<file path="src/rtl/p2_vector_sequencer.sv">
// Steps through a fixed 4-entry operand table, holds each vector for HOLD_CYCLES, then captures results.
// Optional result sum checking is built only when P2SEQ_SUM_CHECK_EN is defined.
module p2_vector_sequencer #(
  parameter int HOLD_CYCLES = 4
) (
  input  logic        clk,
  input  logic        rst_n,
  input  logic        start,
  input  logic        pause,
  output logic [7:0]  op1,
  output logic [15:0] op2a,
  output logic [15:0] op2b,
  output logic [1:0]  i0,
  output logic [1:0]  i1,
  output logic [1:0]  i2,
  output logic [1:0]  i3,
  input  logic [3:0]  sol_a,
  input  logic [16:0] sol_b,
  input  logic [1:0]  sol_c,
  input  logic [1:0]  sol_d,
  output logic        cap_valid,
  output logic [1:0]  cap_index,
  output logic [3:0]  cap_a,
  output logic [16:0] cap_b,
  output logic [1:0]  cap_c,
  output logic [1:0]  cap_d,
  output logic        busy,
  output logic        done,
  output logic [2:0]  err_count
);

  localparam logic [1:0] S_IDLE   = 2'd0;
  localparam logic [1:0] S_DRIVE  = 2'd1;
  localparam logic [1:0] S_SAMPLE = 2'd2;
  localparam logic [1:0] S_DONE   = 2'd3;

  localparam logic [7:0] HOLD_LAST = 8'(HOLD_CYCLES - 1);

  logic [1:0] state;
  logic [1:0] index;
  logic [7:0] hold_cnt;

  // Packed as {op1, op2a, op2b, i0, i1, i2, i3}.
  function automatic logic [47:0] vec_entry(input logic [1:0] idx);
    case (idx)
      2'd0:    vec_entry = {8'd16,  16'd5,   16'd127, 2'd1, 2'd1, 2'd1, 2'd1};
      2'd1:    vec_entry = {8'hA7,  16'd456, 16'd123, 2'd1, 2'd3, 2'd3, 2'd3};
      2'd2:    vec_entry = {8'hA7,  16'd456, 16'd123, 2'd1, 2'd1, 2'd3, 2'd3};
      default: vec_entry = {8'hA7,  16'd456, 16'd123, 2'd1, 2'd0, 2'd1, 2'd0};
    endcase
  endfunction

  assign busy = (state != S_IDLE);
  assign done = (state == S_DONE);

  always_ff @(posedge clk or negedge rst_n) begin
    if (!rst_n) begin
      state     <= S_IDLE;
      index     <= 2'd0;
      hold_cnt  <= 8'd0;
      {op1, op2a, op2b, i0, i1, i2, i3} <= 48'd0;
      cap_valid <= 1'b0;
      cap_index <= 2'd0;
      cap_a     <= 4'd0;
      cap_b     <= 17'd0;
      cap_c     <= 2'd0;
      cap_d     <= 2'd0;
    end else begin
      cap_valid <= 1'b0;
      case (state)
        S_IDLE: begin
          if (start) begin
            state    <= S_DRIVE;
            index    <= 2'd0;
            hold_cnt <= 8'd0;
            {op1, op2a, op2b, i0, i1, i2, i3} <= vec_entry(2'd0);
          end
        end
        S_DRIVE: begin
          if (!pause) begin
            hold_cnt <= hold_cnt + 8'd1;
            if (hold_cnt == HOLD_LAST) state <= S_SAMPLE;
          end
        end
        S_SAMPLE: begin
          // Results are taken at the end of the single sample cycle; the strobe lands one cycle later.
          cap_a     <= sol_a;
          cap_b     <= sol_b;
          cap_c     <= sol_c;
          cap_d     <= sol_d;
          cap_index <= index;
          cap_valid <= 1'b1;
          if (index == 2'd3) begin
            state <= S_DONE;
          end else begin
            index    <= index + 2'd1;
            hold_cnt <= 8'd0;
            state    <= S_DRIVE;
            {op1, op2a, op2b, i0, i1, i2, i3} <= vec_entry(index + 2'd1);
          end
        end
        default: begin
          state <= S_IDLE;
          {op1, op2a, op2b, i0, i1, i2, i3} <= 48'd0;
        end
      endcase
    end
  end

`ifdef P2SEQ_SUM_CHECK_EN
  // Carry is kept so an overflowing sum is still compared exactly.
  function automatic logic [16:0] op_sum(input logic [15:0] a, input logic [15:0] b);
    op_sum = {1'b0, a} + {1'b0, b};
  endfunction

  always_ff @(posedge clk or negedge rst_n) begin
    if (!rst_n) begin
      err_count <= 3'd0;
    end else if (state == S_IDLE && start) begin
      err_count <= 3'd0;
    end else if (state == S_SAMPLE && sol_b != op_sum(op2a, op2b) && err_count != 3'd7) begin
      err_count <= err_count + 3'd1;
    end
  end
`else
  assign err_count = 3'd0;
`endif

endmodule

</file>
<file path="config.mk">
export PLATFORM = sky130hd
export DESIGN_NAME = p2_vector_sequencer
export DESIGN_NICKNAME = d
export VERILOG_FILES = /design/src/rtl/p2_vector_sequencer.sv
export SDC_FILE = /design/constraint.sdc
export NUM_CORES = 1
export LEC_CHECK = 0
export ABC_AREA = 1
export BUFFER_PORTS_ARGS = -buffer_cell sky130_fd_sc_hd__buf_4
export CORE_MARGIN = 5
export CORE_UTILIZATION = 42
export CTS_CLUSTER_DIAMETER = 50
export DETAILED_ROUTE_END_ITERATION = 12
export MAX_ROUTING_LAYER = met4
export PLACE_DENSITY = 0.78
export SKIP_CTS_REPAIR_TIMING = 1
export SYNTH_ARGS = -nofsm -noshare
export SYNTH_HDL_FRONTEND = slang
export SYNTH_SLANG_ARGS = --single-unit
</file>
<file path="constraint.sdc">
create_clock -name clk -period 1.3 [get_ports clk]
set_input_delay 0.26 -clock clk [delete_from_list [all_inputs] [get_ports clk]]
set_output_delay 0.26 -clock clk [all_outputs]
set_load 0.005 [all_outputs]
</file>
==> out/qor.txt <==
Status -> complete, but fails checks
Violated checks -> negative hold slack, negative setup slack
Post-DR wirelength/cell -> 11.4 µm
Clock Tree Buf Depth -> 2
Fmax -> 0.758 GHz
Area Overhead vs Synth -> 27.7%
WP data required -> 1.04 ns
HPWL Detailed -> 3780 µm
Htree depth -> 2
Seq/Total Area, Yosys -> 0.482
First-pass GRT wire length -> 8150 µm
CTS root buf -> clkbuf_8
Num ports -> 110
Pin slew with the least headroom to its limit -> 0.560 ns
Max VDD drop -> 0.976 mV
Nets@finish -> 399
Critical path class -> register to output pin
Vias per inst -> 4.42
Cells after Synth -> 288
Leakage Power -> 1.68 nW
Internal -> 0.00402 W
Final Hold Viols -> 46
Die footprint -> 0.00730 mm²
Hold Path Class -> input port to async pin
Post-route DRC violation count -> 0
Flop pwr share -> 0.396
Routed Wire Length -> 4980 µm
Starting utilization of the core area -> 0.434
Footprint of the multi-input gates -> 902 µm²
Period minus WS final -> 1.32 ns
Yosys reg bits -> 46
Crit Path Max Fanout -> 6
Max_slew headroom -> 0.627
DP Area -> 0.00288 mm²
Sw Share -> 0.358
# diodes -> 0
Register area -> 0.00115 mm²
Design Area, Final -> 0.00305 mm²
Via count -> 1934
Setup violators final -> 1
Drt pass-1 iters -> 4
Synthesized area -> 0.00239 mm²
Netlist cell types -> 23
Sink Count -> 46
Largest net degree at the start of global routing -> 47
Tot GR Track Use -> 0.138
WHS -> -0.0266 ns
Final Non-Filler Cells -> 438
Core Region -> 0.00551 mm²
Unrepaired setup endpoints after global routing -> true
Gate power share -> 0.478
Total grt overflow -> 0
Ys Warns -> 0
Synth Area per Inst -> 8.30 µm²
Psw -> 0.00224 W
Clk_lat worst skew -> 0.28 ns
Worst path arrival time -> 1.06 ns
MaxCap Viol Count -> 0
Final Cycle Share -> 1.01
Clock power share -> 0.126
CTS tree -> yes
Initial antenna violation count -> 0
Tot Pwr -> 0.00626 W
Crit start category -> register
PD cells -> 2050 mW/mm²
Post-place setup slack -> -0.0379 ns
DIE HEIGHT -> 85.4 µm
Routability Congestion -> 0.809
Die width -> 85.4 µm
DRT antenna net count -> 0
Ratio of cells with drive above 1 in the final layout -> 0.350
Std-Cell Rows -> 27
Clk pin slew, worst setup/hold paths -> 0.08 ns
Fin. max-slew vios -> 0
Fin Clk Skew -> 0.00759 ns
Placed cell count -> 425
Slack of the critical path -> -0.0193 ns
Total CTS buffers -> 5
Worst setup EP type -> output pin
Vias in the first global route -> 1837
Reg2Reg Depth -> 8
Filler instances -> 523
R2R Setup Slk -> 0.03 ns
Final core occ -> 0.554
I/O Buffers -> 84
Drt initial violations -> 41
[registers in the layout (all words and copies together) (netlist names)]
register   cells
index          2
cap_index      2
i1             2
hold_cnt       8
cap_c          2
cap_b         17
cap_d          2
i2             2
op1            2
cap_a          4
state          2
cap_valid      1
[stage by stage]
stage / setup TNS, ns / hold slack [ns]
3_5_place_dp: -0.228 / 0.300
5_1_grt: -0.567 / 0.0125
6_report: -0.0193 / -0.0266
3_3_place_gp: 0 / 0.299
4_1_cts: -0.435 / -0.0137
2_1_floorplan: 0 / -0.0356
[cell usage in the layout (no fill, tap or decap), types with 2 or more instances in the layout]
master / instances
nand2_1: 108
buf_4: 97
dfrtp_1: 44
conb_1: 25
nand3_1: 13
inv_1: 12
o21ai_0: 9
o21ai_1: 8
nor2_1: 6
nor2_4: 5
nand2_2: 5
nand4_1: 5
clkbuf_8: 5
inv_2: 4
inv_4: 3
ha_2: 2
ha_1: 2
clkbuf_1: 2
buf_6: 2
dfrtp_2: 2
[critical path: stages (launching register included)]
cell and delay [ns]:
dfrtp_2 0.49, nor2_4 0.14, inv_2 0.05, buf_6 0.10
[final timing paths]
kind                                  startpoint                     to
setup / recovery            state[0]$_DFFE_PN0P_                   busy
hold / removal                             rst_n   state[1]$_DFFE_PN0P_
setup reg to reg            state[0]$_DFFE_PN0P_   index[0]$_DFFE_PN0P_
hold reg to reg            cap_b[14]$_DFFE_PN0P_  cap_b[14]$_DFFE_PN0P_
max in group asynchronous                  rst_n   state[0]$_DFFE_PN0P_
min in group clk                        sol_a[1]   cap_a[1]$_DFFE_PN0P_
[cell type report]
type                       count  share of cell area
timing repair buffer          99               0.246
multi-input combinational    195               0.296
sequential                    46               0.378
inverter                      19              0.0258
clock buffer                   7              0.0250
tap                           72              0.0295
[cell usage after synthesis (all sizes together)]
cell    count  area, µm²
a21oi       2       10.0
buf        51        385
clkbuf      1       3.75
conb        1       3.75
dfrtp      46       1150
ha          4       50.1
inv        19       71.3
nand2     114        438
nand3      13       65.1
nand4       5       31.3
nor2       11       63.8
o211ai      1       7.51
o21ai      17       85.1
or2         1       6.26
xnor2       1       8.76
xor2        1       8.76
[metal layers]
| layer | track usage | part of all wire |
|---|---|---|
| met1 | 0.155 | 0.39 |
| met2 | 0.241 | 0.51 |
| met3 | 0.0388 | 0.10 |
| met4 | 0.0331 | 0.0028 |
| met5 | - | 0 |
[kinds of logic after synthesis]
family,synth area share
XOR/XNOR,0.00733
adder cells (fa/ha/maj),0.0209
other,0.00157
AND/OR/NAND/NOR,0.253
buffers and inverters,0.193
flip-flops,0.482
AO/OA/AOI/OAI,0.0429
[power by group through the flow]
stage          logic [W]  clock network [W]  registers, W
3_3_place_gp     0.00276                  0       0.00246
6_report         0.00299           0.000788       0.00248
5_1_grt          0.00336           0.000903       0.00260
4_1_cts          0.00284           0.000830       0.00246
2_1_floorplan    0.00159                  0       0.00246
3_5_place_dp     0.00284                  0       0.00247
Note: power is estimated with default switching activity, not from simulation.
